$ cat src/rtl/laser_pkg.sv
// laser_pkg: shared constants and FSM encoding for the LASER host-side stream driver
// and its helpers.
//   NPTS      points per frame (fixed by the engine contract)
//   COORD_W   coordinate width, 0..15 grid
//   RADIUS_SQ inclusive coverage radius squared
package laser_pkg;

   localparam int NPTS      = 40;
   localparam int COORD_W   = 4;
   localparam int RADIUS_SQ = 16;
   localparam int IDX_W     = 6;
   localparam int WCNT_W    = 16;
   localparam int PT_W      = 2 * COORD_W;

   typedef enum logic [2:0] {
      ST_IDLE   = 3'd0,
      ST_PULSE  = 3'd1,
      ST_SEND   = 3'd2,
      ST_WAIT   = 3'd3,
      ST_SCORE  = 3'd4,
      ST_REPORT = 3'd5
   } state_t;

endpackage

$ cat src/rtl/laser_dist_chk.sv
// laser_dist_chk: combinational point-in-circle test.
//   i_px, i_py   point coordinates
//   i_cx, i_cy   circle centre
//   o_in_circle  1 when dx*dx + dy*dy <= RADIUS_SQ (inclusive)
module laser_dist_chk
   import laser_pkg::*;
(
   input  logic [COORD_W-1:0] i_px,
   input  logic [COORD_W-1:0] i_py,
   input  logic [COORD_W-1:0] i_cx,
   input  logic [COORD_W-1:0] i_cy,
   output logic               o_in_circle
);

   localparam logic [2*COORD_W:0] R2 = (2*COORD_W+1)'(RADIUS_SQ);

   logic [COORD_W-1:0]   w_dx;
   logic [COORD_W-1:0]   w_dy;
   logic [2*COORD_W-1:0] w_dx_sq;
   logic [2*COORD_W-1:0] w_dy_sq;
   logic [2*COORD_W:0]   w_d2;

   // Unsigned operands, so take |d| by subtracting the smaller from the larger.
   assign w_dx = (i_px >= i_cx) ? (i_px - i_cx) : (i_cx - i_px);
   assign w_dy = (i_py >= i_cy) ? (i_py - i_cy) : (i_cy - i_py);

   assign w_dx_sq = {{COORD_W{1'b0}}, w_dx} * {{COORD_W{1'b0}}, w_dx};
   assign w_dy_sq = {{COORD_W{1'b0}}, w_dy} * {{COORD_W{1'b0}}, w_dy};
   // Max 225+225 = 450 fits in 2*COORD_W+1 bits.
   assign w_d2    = {1'b0, w_dx_sq} + {1'b0, w_dy_sq};

   assign o_in_circle = (w_d2 <= R2);

endmodule

$ cat src/rtl/laser_stream_driver.sv
// laser_stream_driver: host-side driver for the LASER circle-cover engine. Holds a
// 40-point frame, pulses the engine reset, streams one point per cycle, waits for DONE,
// captures the two circle centres, re-scores them against the frame and reports.
//   i_clk, i_rst_n           clock, async active-low reset
//   i_wr_en/addr/x/y         point-memory write port (IDLE only, addr >= NPTS ignored)
//   i_start                  one-cycle run request (ignored while busy)
//   o_busy                   START accept through the RES_VALID cycle
//   o_laser_rst              registered active-high engine reset
//   o_x, o_y                 registered streamed point
//   i_c1x..i_c2y, i_done     engine result and completion pulse
//   o_res_valid              one-cycle result strobe
//   o_res_c1x..o_res_c2y     captured centres
//   o_score                  covered-point count
//   o_tmo_err                sticky timeout flag, cleared by START
//
// state     | meaning
// ST_IDLE   | engine held in reset, memory writable, waiting for START
// ST_PULSE  | one cycle of engine reset, point 0 already on X/Y
// ST_SEND   | NPTS cycles streaming mem[idx]
// ST_WAIT   | counting cycles until DONE or timeout
// ST_SCORE  | NPTS cycles accumulating covered points
// ST_REPORT | RES_VALID strobe, engine returns to reset
module laser_stream_driver
   import laser_pkg::*;
#(
   parameter int unsigned TMO_CYC = 65535
)(
   input  logic               i_clk,
   input  logic               i_rst_n,
   input  logic               i_wr_en,
   input  logic [IDX_W-1:0]   i_wr_addr,
   input  logic [COORD_W-1:0] i_wr_x,
   input  logic [COORD_W-1:0] i_wr_y,
   input  logic               i_start,
   output logic               o_busy,
   output logic               o_laser_rst,
   output logic [COORD_W-1:0] o_x,
   output logic [COORD_W-1:0] o_y,
   input  logic [COORD_W-1:0] i_c1x,
   input  logic [COORD_W-1:0] i_c1y,
   input  logic [COORD_W-1:0] i_c2x,
   input  logic [COORD_W-1:0] i_c2y,
   input  logic               i_done,
   output logic               o_res_valid,
   output logic [COORD_W-1:0] o_res_c1x,
   output logic [COORD_W-1:0] o_res_c1y,
   output logic [COORD_W-1:0] o_res_c2x,
   output logic [COORD_W-1:0] o_res_c2y,
   output logic [IDX_W-1:0]   o_score,
   output logic               o_tmo_err
);

   localparam logic [WCNT_W-1:0] TMO_LAST = WCNT_W'(TMO_CYC - 1);
   localparam logic [IDX_W-1:0]  IDX_LAST = IDX_W'(NPTS - 1);

   state_t              r_state;
   state_t              w_state_nxt;
   logic [PT_W-1:0]     r_mem [NPTS];
   logic [IDX_W-1:0]    r_idx;
   logic [IDX_W-1:0]    w_idx_inc;
   logic [WCNT_W-1:0]   r_wait_cnt;
   logic [IDX_W-1:0]    r_acc;
   logic [COORD_W-1:0]  r_x;
   logic [COORD_W-1:0]  r_y;
   logic                r_laser_rst;
   logic                r_tmo_err;
   logic [COORD_W-1:0]  r_res_c1x;
   logic [COORD_W-1:0]  r_res_c1y;
   logic [COORD_W-1:0]  r_res_c2x;
   logic [COORD_W-1:0]  r_res_c2y;
   logic                w_wr_ok;
   logic                w_last;
   logic                w_tmo;
   logic [PT_W-1:0]     w_pt;
   logic                w_in1;
   logic                w_in2;

   assign w_wr_ok   = i_wr_en && (r_state == ST_IDLE) && (i_wr_addr < IDX_W'(NPTS));
   assign w_idx_inc = r_idx + 1'b1;
   assign w_last    = (r_idx == IDX_LAST);
   assign w_tmo     = (r_wait_cnt == TMO_LAST);
   assign w_pt      = r_mem[r_idx];

   laser_dist_chk u_chk1 (
      .i_px        (w_pt[PT_W-1:COORD_W]),
      .i_py        (w_pt[COORD_W-1:0]),
      .i_cx        (r_res_c1x),
      .i_cy        (r_res_c1y),
      .o_in_circle (w_in1)
   );

   laser_dist_chk u_chk2 (
      .i_px        (w_pt[PT_W-1:COORD_W]),
      .i_py        (w_pt[COORD_W-1:0]),
      .i_cx        (r_res_c2x),
      .i_cy        (r_res_c2y),
      .o_in_circle (w_in2)
   );

   // Point memory is deliberately not reset.
   always_ff @(posedge i_clk) begin
      if (w_wr_ok) begin
         r_mem[i_wr_addr] <= {i_wr_x, i_wr_y};
      end
   end

   always_ff @(posedge i_clk or negedge i_rst_n) begin
      if (!i_rst_n) begin
         r_state <= ST_IDLE;
      end else begin
         r_state <= w_state_nxt;
      end
   end

   always_comb begin
      w_state_nxt = r_state;
      case (r_state)
         ST_IDLE:   if (i_start) w_state_nxt = ST_PULSE;
         ST_PULSE:  w_state_nxt = ST_SEND;
         ST_SEND:   if (w_last) w_state_nxt = ST_WAIT;
         ST_WAIT: begin
            if (i_done) begin
               w_state_nxt = ST_SCORE;
            end else if (w_tmo) begin
               w_state_nxt = ST_REPORT;
            end
         end
         ST_SCORE:  if (w_last) w_state_nxt = ST_REPORT;
         ST_REPORT: w_state_nxt = ST_IDLE;
         default:   w_state_nxt = ST_IDLE;
      endcase
   end

   always_ff @(posedge i_clk or negedge i_rst_n) begin
      if (!i_rst_n) begin
         r_idx       <= '0;
         r_wait_cnt  <= '0;
         r_acc       <= '0;
         r_x         <= '0;
         r_y         <= '0;
         r_laser_rst <= 1'b1;
         r_tmo_err   <= 1'b0;
         r_res_c1x   <= '0;
         r_res_c1y   <= '0;
         r_res_c2x   <= '0;
         r_res_c2y   <= '0;
      end else begin
         case (r_state)
            ST_IDLE: begin
               if (i_start) begin
                  r_tmo_err <= 1'b0;
                  // A same-cycle write to point 0 must be visible on the first stream beat.
                  if (w_wr_ok && (i_wr_addr == '0)) begin
                     {r_x, r_y} <= {i_wr_x, i_wr_y};
                  end else begin
                     {r_x, r_y} <= r_mem[0];
                  end
               end
            end
            ST_PULSE: begin
               r_laser_rst <= 1'b0;
               r_idx       <= '0;
            end
            ST_SEND: begin
               if (w_last) begin
                  {r_x, r_y} <= '0;
                  r_idx      <= '0;
                  r_wait_cnt <= '0;
               end else begin
                  {r_x, r_y} <= r_mem[w_idx_inc];
                  r_idx      <= w_idx_inc;
               end
            end
            ST_WAIT: begin
               r_wait_cnt <= r_wait_cnt + 1'b1;
               if (i_done) begin
                  r_res_c1x <= i_c1x;
                  r_res_c1y <= i_c1y;
                  r_res_c2x <= i_c2x;
                  r_res_c2y <= i_c2y;
                  r_idx     <= '0;
                  r_acc     <= '0;
               end else if (w_tmo) begin
                  r_tmo_err <= 1'b1;
                  r_res_c1x <= '0;
                  r_res_c1y <= '0;
                  r_res_c2x <= '0;
                  r_res_c2y <= '0;
                  r_acc     <= '0;
               end
            end
            ST_SCORE: begin
               // Either circle covers the point: overlap counts once.
               r_acc <= r_acc + {{(IDX_W-1){1'b0}}, (w_in1 | w_in2)};
               r_idx <= w_idx_inc;
            end
            ST_REPORT: begin
               r_laser_rst <= 1'b1;
            end
            default: begin
               r_laser_rst <= 1'b1;
            end
         endcase
      end
   end

   assign o_busy      = (r_state != ST_IDLE);
   assign o_res_valid = (r_state == ST_REPORT);
   assign o_laser_rst = r_laser_rst;
   assign o_x         = r_x;
   assign o_y         = r_y;
   assign o_res_c1x   = r_res_c1x;
   assign o_res_c1y   = r_res_c1y;
   assign o_res_c2x   = r_res_c2x;
   assign o_res_c2y   = r_res_c2y;
   assign o_score     = r_acc;
   assign o_tmo_err   = r_tmo_err;

endmodule

$ cat config.mk
export PLATFORM = sky130hd
export DESIGN_NAME = laser_stream_driver
export DESIGN_NICKNAME = d
export VERILOG_FILES = /design/src/rtl/laser_pkg.sv /design/src/rtl/laser_dist_chk.sv /design/src/rtl/laser_stream_driver.sv
export SDC_FILE = /design/constraint.sdc
export NUM_CORES = 1
export LEC_CHECK = 0
export BUFFER_PORTS_ARGS = -buffer_cell sky130_fd_sc_hd__buf_2
export CELL_PAD_IN_SITES_DETAIL_PLACEMENT = 1
export CELL_PAD_IN_SITES_GLOBAL_PLACEMENT = 2
export CORE_AREA = 10 10 231 233
export DETAILED_ROUTE_END_ITERATION = 8
export DIE_AREA = 0 0 241 243
export PLACE_DENSITY = 0.79
export SYNTH_ARGS = -nofsm -noshare
export SYNTH_HDL_FRONTEND = slang
export SYNTH_SLANG_ARGS = --single-unit
$ cat constraint.sdc
create_clock -name i_clk -period 7.8 [get_ports i_clk]
set_input_delay 0 -clock i_clk [delete_from_list [all_inputs] [get_ports i_clk]]
set_output_delay 0 -clock i_clk [all_outputs]
set_load 0.05 [all_outputs]
* Word level (Yosys, flattened, before mapping) *
Memories as Yosys holds them, arrays and structs flattened.
Cells that the tools add are included.

operators by class
  add/subtract/negate cells = 13
  $lt $le $gt $ge = 7
  multipliers = 4
  bitwise operators = 1
  reductions and logical operators = 20
  equality and inequality tests = 14
  mux-type cells = 38

operators with widths
  kind                   count
  $mux 4                 15
  $mul 4x4->8            4
  $pmux 16 s2            1
  $sub 4x4->4            8
  $mux 6                 4
  $pmux 6 s4             1
  $add 8x8->9            2
  $le 9x5->1 const B     2
  $add 16x1->16 const B  1
  $eq 16x16->1 const B   1
  $ge 4x4->1             4
  $mux 16                1
  $pmux 4 s2             2
  $mux 3                 5
  $pmux 3 s5             1
  $ne 2x2->1 const B     6
  $pmux 6 s2             1
  $reduce_and 2->1       5
  $reduce_bool 2->1      5
  $reduce_and 4->1       2
  $add 6x1->6            1
  $add 6x1->6 const B    1
  $eq 3x2->1 const B     2
  $eq 3x3->1 const B     2
  other kinds (13)       20

word-level totals
  memories kept = 1
  output and inout port bits = 34
  logic and storage cells = 110
  bits in writable memories = 320
  input port bits = 35
  flip-flop bits (word level) = 57

memories
  memory  depth  bits a word  rd ports  clocked after memory_dff  wr ports  line                       RTL
  r_mem   40     8            3         0                         1         laser_stream_driver.sv:58  logic [PT_W-1:0] r_mem [NPTS];

* Depth between registers and ports, before layout *
Gate-level depths: netlist of the first run.
An unclocked memory read counts as a cell.

  depth after elaboration = 9
  gate-level depth with buffers = 37
  gate-level depth less buffers = 34

* Cells and area by module *
From an unflattened synthesis of the first run, not the netlist that was laid out.

second synthesis, totals
  cells, all modules = 1424
  area, all modules = 20619.8 um^2

modules (own cells, without submodules)
  module                    times used  seq. area each (um^2)  cells each  area each (um^2)
  laser_stream_driver       1           11036.8                1104        18027.3
  laser_dist_chk at u_chk2  1           0.0                    165         1323.8
  laser_dist_chk at u_chk1  1           0.0                    155         1268.7

* Worst setup path before layout of the first run *
OpenSTA, ideal clock, no wires.

  path kind = reg-to-reg
  from = reg r_idx[1]
  to = reg r_acc[4], in the netlist o_score[4]
  data arrival time = 7.708 ns
  cell stages (with the launch flop) = 32
  required time = 7.679 ns
  path buffers = 2
  path slack = -0.029 ns
  setup time = 0.121 ns
  clock period less this slack = 7.829 ns
  cell sequence = dfrtp_1 -> buf_4 -> buf_6 -> mux4_2 -> mux4_2 -> nand2_1 -> nand2_1 -> o21ai_2 -> inv_2 -> fa_1 -> a21o_1 -> a21o_1 -> a21oi_1 -> mux2i_1 -> xnor2_1 -> or2_2 -> fa_1 -> fa_1 -> fa_1 -> inv_1 -> fa_1 -> ha_1 -> inv_1 -> fa_1 -> xor2_1 -> o221ai_1 -> o22ai_1 -> ha_1 -> ha_1 -> nand3_1 -> xnor2_1 -> a22o_1

between the ends
  longest elaborated chain between the ends = 9
  elaborated cells on any way between the ends = 28
  those cells by class = add/sub: 11; mul: 4; order compare: 6; mux: 5; bitwise: 1; memory: 1

ends and longest elaborated chain
  what                                   line                                        RTL
  start, declared                        laser_stream_driver.sv:59                   logic [IDX_W-1:0] r_idx;
  start signal, assigned                 laser_stream_driver.sv:171                  r_idx <= w_idx_inc;
  start signal, assigned                 laser_stream_driver.sv:195                  r_idx <= w_idx_inc;
  $mem_v2 40x8 (*)                       --
  $sub 4x4->4 (tied with other cells)    laser_dist_chk.sv:24                        assign w_dx = (i_px >= i_cx) ? (i_px - i_cx) : (i_cx - i_px);
  $mux 4, on equally long branches       laser_dist_chk.sv:24, laser_dist_chk.sv:25
  $mul 4x4->8, on equally long branches  laser_dist_chk.sv:27, laser_dist_chk.sv:28
  $add 8x8->9                            laser_dist_chk.sv:30                        assign w_d2 = {1'b0, w_dx_sq} + {1'b0, w_dy_sq};
  $le 9x5->1                             laser_dist_chk.sv:32                        assign o_in_circle = (w_d2 <= R2);
  $or 1x1->1 (*)                         laser_stream_driver.sv:194                  r_acc <= r_acc + {{(IDX_W-1){1'b0}}, (w_in1 | w_in2)};
  $add 6x1->6 (*)                        laser_stream_driver.sv:194
  $pmux 6 s2 (*)                         laser_stream_driver.sv:148                  case (r_state)
  end signal, assigned                   laser_stream_driver.sv:194
  end, declared                          laser_stream_driver.sv:62                   logic [IDX_W-1:0] r_acc;

Every way passes the cells marked *; elsewhere a longest branch is shown, timed or not.
A chain may end at the register's enable or synchronous reset.

* Worst setup path in the final report of the first run *
  from = reg r_idx[1]
  to = reg r_acc[5], in the netlist o_score[5]

The elaborated chain is that of the path after synthesis.

==> impl_metrics.ini, run 1 <==
[yosys]
synth.area.top_cells = edfxtp_1, mux4_2, dfrtp_1
yosys.area.top_type = edfxtp_1
syn_area_per_cell_um2 = 14.8
synthTopCellsByCount = edfxtp_1, mux4_2, nand2_1, nor2_1, inv_1
synth_ff_type = edfxtp_1
synth_cell_types = 70
yosys.area.top_type_share = 0.473
netlist_instances = 1369
synth-async-reset-ratio = 0.151
ys_seq_area_frac = 0.544
yosys_warnings = 0
synth_seq_cells = 377
syn-cell-area_um2 = 20300
synth_edf_count = 320
yosys.cell_count.top_type = edfxtp_1
synth_nets = 1501

[sta]
hold_viol_final = 0
fin_crit_sh = 1.02
rsz0062_at_grt = yes
slew-limit-headroom = 0.160
finalSetupViolations = 4
final_max_slew_viol_count = 0
worst_slack_ns = -0.127
layout_min_cycle_time_ns = 7.93
worst_hold_slack_ns = 0.0391
finalClockSkew_ns = 0.0241
worstMarginPinSlew_ns = 1.26
fmax_ghz = 0.126

[finish]
drive_gt1_frac = 0.332
finish.utilization = 0.497
antenna_cells = 0
fillCellCount = 4739
final_nets = 1705
final-instance-count-excl-fill = 2229
syn2layout_area_growth_pct = 19.2

[job]
max_cap_violations = 0

[setup_path]
cp_common_cell = fa_2
start_kind = flop
crit_fanout = 5
worstPathArrival_ns = 8.43
end_kind = flop
critical_path_class = flop to flop
cp_slowest_cell = fa_2
cpPeakStageDelay_ns = 0.55
cp.required_ns = 8.30

[place]
place.port_buffers = 68
dp_hpwl_mm = 42.7
place_congestion = 0.850
dpl.cell_count = 2103
post-place-ws_ns = -0.551

[floorplan]
die_y_um = 243
core-area_um2 = 48600
die_area_um2 = 58600
die_x_um = 241
rows = 81
ioPinCount = 69
start_util = 0.417

[global_route]
grt_max_degree = 58
antenna_found_initial = 0
globalRouteTotalUtil = 0.212
grt_pass1_wl_mm = 93.3
grt_pass1_vias = 14400
gr-total-overflow = 0

[clock_tree]
root_buffer = clkbuf_16
path_clk_slew_ns = 0.06
htree_levels = 2
clock_insertion_delay_worst_skew_ns = 0.59
clk_path_buf_depth = 3
cts_tree = yes
cts_sinks = 377
numCtsBuffers = 42

[route]
ant_nets = 0
totalWireLength_mm = 62.0
wire_per_inst_um = 27.8
vias = 13400
route.detailed.drc = 0
dr.pass1.iters = 7
drtIter0Drc = 1342
via_per_inst = 6.00

[worst_hold_path]
min_path_type = input pin to flop

[status]
status = finished, violations left
violations = setup timing
logic make-up (layout without fill, tap and decap cells):
family	after synthesis	count (layout)	share of synthesized area
fa+ha+maj	97	97	0.0709
mux	195	195	0.203
buf+inv	151	389	0.0320
xor+xnor	14	14	0.00604
compound gates	194	194	0.0658
simple gates	341	341	0.0786
flops	377	377	0.544
metrics by stage:
stage          cell area [µm²]  setup TNS, ns
5_1_grt                  24200          -1.81
4_1_cts                  23900         -0.478
6_report                 24200         -0.398
3_3_place_gp             22000          -1.26
3_5_place_dp             22000          -2.58
2_1_floorplan            20300              0
area by class of cell:
| type | count | area (µm²) | area share |
|---|---|---|---|
| multi-input cells | 841 | 8870 | 0.367 |
| repair buffers | 229 | 1800 | 0.0745 |
| inverters | 82 | 308 | 0.0127 |
| flip-flops and latches | 377 | 11000 | 0.457 |
| well taps | 622 | 778 | 0.0322 |
| clock inverters | 23 | 226 | 0.00936 |
| clock buffers | 55 | 1150 | 0.0476 |
path summary, 6_finish.rpt:
path / from / to / slack (ns) / depth (start not counted)
worst max-delay path: r_idx[1] / o_score[5] / -0.13 / 32
worst min-delay path: i_wr_x[3] / r_mem[9][7] / 0.04 / 1
worst max register to register: r_idx[1] / o_score[5] / -0.13 / 32
worst min register to register: r_wait_cnt[13] / r_wait_cnt[13] / 0.49 / 1
max in group asynchronous: i_rst_n / r_idx[1] / 7.01 / 3
min in group asynchronous: i_rst_n / r_wait_cnt[9] / 0.13 / 3
cells in the final DEF (no fill, tap or decap), types with 46 or more instances in the layout:
master     netlist  final
edfxtp_1       320    320
mux4_2         170    170
nand2_1        129    123
buf_4            3    121
nor2_1          88     85
inv_1           75     70
buf_2           27     68
ha_1            67     58
dfrtp_1         56     53
clkbuf_16        0     46
sequential cells by signal, indices dropped and copies added, names as in the netlist, 3 cells and up:
name        flops
o_y             4
o_res_c2x       4
r_wait_cnt     16
r_idx           6
o_res_c2y       4
o_score         6
o_res_c1y       4
o_x             4
o_res_c1x       4
r_state         3
r_mem         320
critical path: cells and delay by family, from the launching register on:
family                   cells  cell delay [ns]
XOR/XNOR                     3             0.44
adder cells (fa/ha/maj)      8             3.02
AND/OR/NAND/NOR              5             0.69
buffers and inverters        6             0.61
multiplexers                 3             1.34
AO/OA/AOI/OAI                7             1.20
flip-flops                   1             0.53
layer usage:
metal,track usage,wire (µm)
met1,0.276,25300
met5,0,0
met3,0.0434,4500
met4,0.0586,1550
met2,0.351,30600
what timing repair did:
item / in CTS / in global routing
resized for setup: 39 / 38
hold buffers: 22 / 0
buffers inserted: 11 / 12
cloned: 1 / 2
pin swaps: 30 / 24
endpoints found under the hold margin: 84 / 0
endpoints found under the setup margin: 6 / 6
Power of run 1 is left out: the tool's default activity adds up to more than one toggle a clock period on the data nets, which glitch-free logic cannot reach.
==> run 2: changes to the inputs <==
- ABC_AREA: unset -> 1
- CORE_AREA: 10 10 231 233 -> 2 2 250 252
- DIE_AREA: 0 0 241 243 -> 0 0 252 254
==> run 2 against run 1 <==
Compared with the run above:
- highest routed layer unchanged
- critical path depth rose by 8
- largest cell class unchanged
- cell count increased by 57%
- critical path type unchanged
- clock skew shrank 0.014 ns
- hold slack improved by 0.070 ns
- critical endpoint unchanged
- the flow now finishes without violations
- first-iteration DRC count decreased by 16%
- die area grew 9.3%
==> impl_metrics.ini, run 2 <==
[route]
route.detailed.drc = 0
dr.pass1.iters = 7
vias = 18900
via_per_inst = 5.39
ant_nets = 0
wire_per_inst_um = 22.3
totalWireLength_mm = 78.1
drtIter0Drc = 1129

[yosys]
yosys_warnings = 0
yosys.area.top_type_share = 0.439
synthTopCellsByCount = nand2_1, edfxtp_1, o21ai_0, inv_1, nor2_1
yosys.area.top_type = edfxtp_1
synth.area.top_cells = edfxtp_1, nand2_1, o21ai_0
syn_area_per_cell_um2 = 8.78
ys_seq_area_frac = 0.504
synth-async-reset-ratio = 0.151
syn-cell-area_um2 = 21900
synth_seq_cells = 377
yosys.cell_count.top_type = nand2_1
synth_nets = 2624
netlist_instances = 2492
synth_edf_count = 320
synth_ff_type = edfxtp_1
synth_cell_types = 52

[clock_tree]
cts_sinks = 377
root_buffer = clkbuf_16
htree_levels = 2
clock_insertion_delay_worst_skew_ns = 0.57
path_clk_slew_ns = 0.06
cts_tree = yes
numCtsBuffers = 43
clk_path_buf_depth = 3

[sta]
hold_viol_final = 0
fin_crit_sh = 0.963
layout_min_cycle_time_ns = 7.51
setup_tns_ns = 0
finalClockSkew_ns = 0.0106
fmax_ghz = 0.133
worstMarginPinSlew_ns = 1.21
worst_hold_slack_ns = 0.109
final_max_slew_viol_count = 0
slew-limit-headroom = 0.196
finalSetupViolations = 0

[job]
max_cap_violations = 0

[finish]
layout_commonest_cell = nand2_1
drive_gt1_frac = 0.174
final_nets = 2812
layout_common_cells = nand2_1, edfxtp_1, inv_1
largest_register_ffs = 320
finish.utilization = 0.434
reg_top3 = r_mem: 320 flops, r_wait_cnt: 16 flops
top_register = r_mem
fillCellCount = 7026
syn2layout_area_growth_pct = 21.5

[floorplan]
ioPinCount = 69
die_x_um = 252
rows = 91
die_y_um = 254
start_util = 0.357
die_area_um2 = 64000
core-area_um2 = 61300

[setup_path]
end_kind = flop
cp-endpoint = o_score[5]
crit_family = adder cells
reg2reg_to = o_score[5]
crit_fanout = 8
cp_common_cell = fa_1
crit_buf_inv = 9
reg2reg_slack_ns = 0.29
rr_startpoint = r_idx[0]
start_kind = flop
worstPathArrival_ns = 7.96
critical_path_class = flop to flop
cp_slowest_cell = fa_1
cpPeakStageDelay_ns = 0.53
crit_cells = 40
cp.required_ns = 8.25
crit_start = r_idx[0]
rr_worst_depth = 40

[place]
place.port_buffers = 68
dp_hpwl_mm = 51.2
place_congestion = 0.861

[global_route]
grt_pass1_wl_mm = 115
gr-total-overflow = 0
grt_pass1_vias = 19700
globalRouteTotalUtil = 0.235
grt_max_degree = 58
antenna_found_initial = 1

[status]
status = finished clean

[worst_hold_path]
min_path_type = input pin to flop
[run 2: worst min path at each step]
stage | from | endpoint | slack (ns) | cells past startpoint
after floorplan | i_rst_n | o_res_c1x[0] | -0.30 | 0
after global placement | i_rst_n | o_res_c2y[3] | 0.20 | 2
after detailed placement | i_rst_n | o_res_c2y[1] | 0.23 | 2
after CTS | i_wr_x[0] | r_mem[15][4] | 0.07 | 1
after global routing | i_wr_x[0] | r_mem[15][4] | 0.10 | 1
final | i_wr_x[0] | r_mem[15][4] | 0.11 | 1
[run 2: area by class of cell]
cell class,instances,area (µm²),share of cell area
Antenna cell,1,2.50,0.0000941
Clock buffer,62,1220,0.0459
Clock inverter,16,98.8,0.00372
Inverter,276,1060,0.0401
Multi-Input combinational cell,1704,9660,0.363
Sequential cell,377,11000,0.415
Tap cell,790,988,0.0372
Timing Repair Buffer,276,2480,0.0934
Timing Repair inverter,2,22.5,0.000847
[run 2: logic make-up after synthesis]
family          share of synthesized area
compound gates                      0.137
xor+xnor                          0.00789
simple gates                        0.195
buf+inv                            0.0864
mux                               0.00412
fa+ha+maj                          0.0658
flops                               0.504
[run 2: per-layer routing]
metal | GRT usage | wire (µm) | up-vias
met1 | 0.300 | 33200 | 9458
met3 | 0.0259 | 3260 | 136
met5 | 0 | 0 | -
met4 | 0.0800 | 2520 | 0
li1 | - | - | 8837
met2 | 0.414 | 39100 | 471
[run 2: timing repair]
action / 4_1_cts / 5_1_grt
hold buffers: 35 / 0
endpoints found under the setup margin: 5 / 6
gates cloned: 1 / 7
endpoints found under the hold margin: 75 / 0
buffers inserted: 8 / 22
pin swaps: 15 / 73
resized for setup: 50 / 225
[run 2: metrics by stage]
stage	setup slack (ns)	cell area [µm²]	instances
after global placement	-0.125	23600	3354
after global routing	-0.0834	26600	3504
after floorplan	0.586	21900	2492
after detailed placement	-0.278	23600	3354
after CTS	0.00265	25500	3476
final	0.292	26600	3504
Power of run 2 is left out for the same reason.
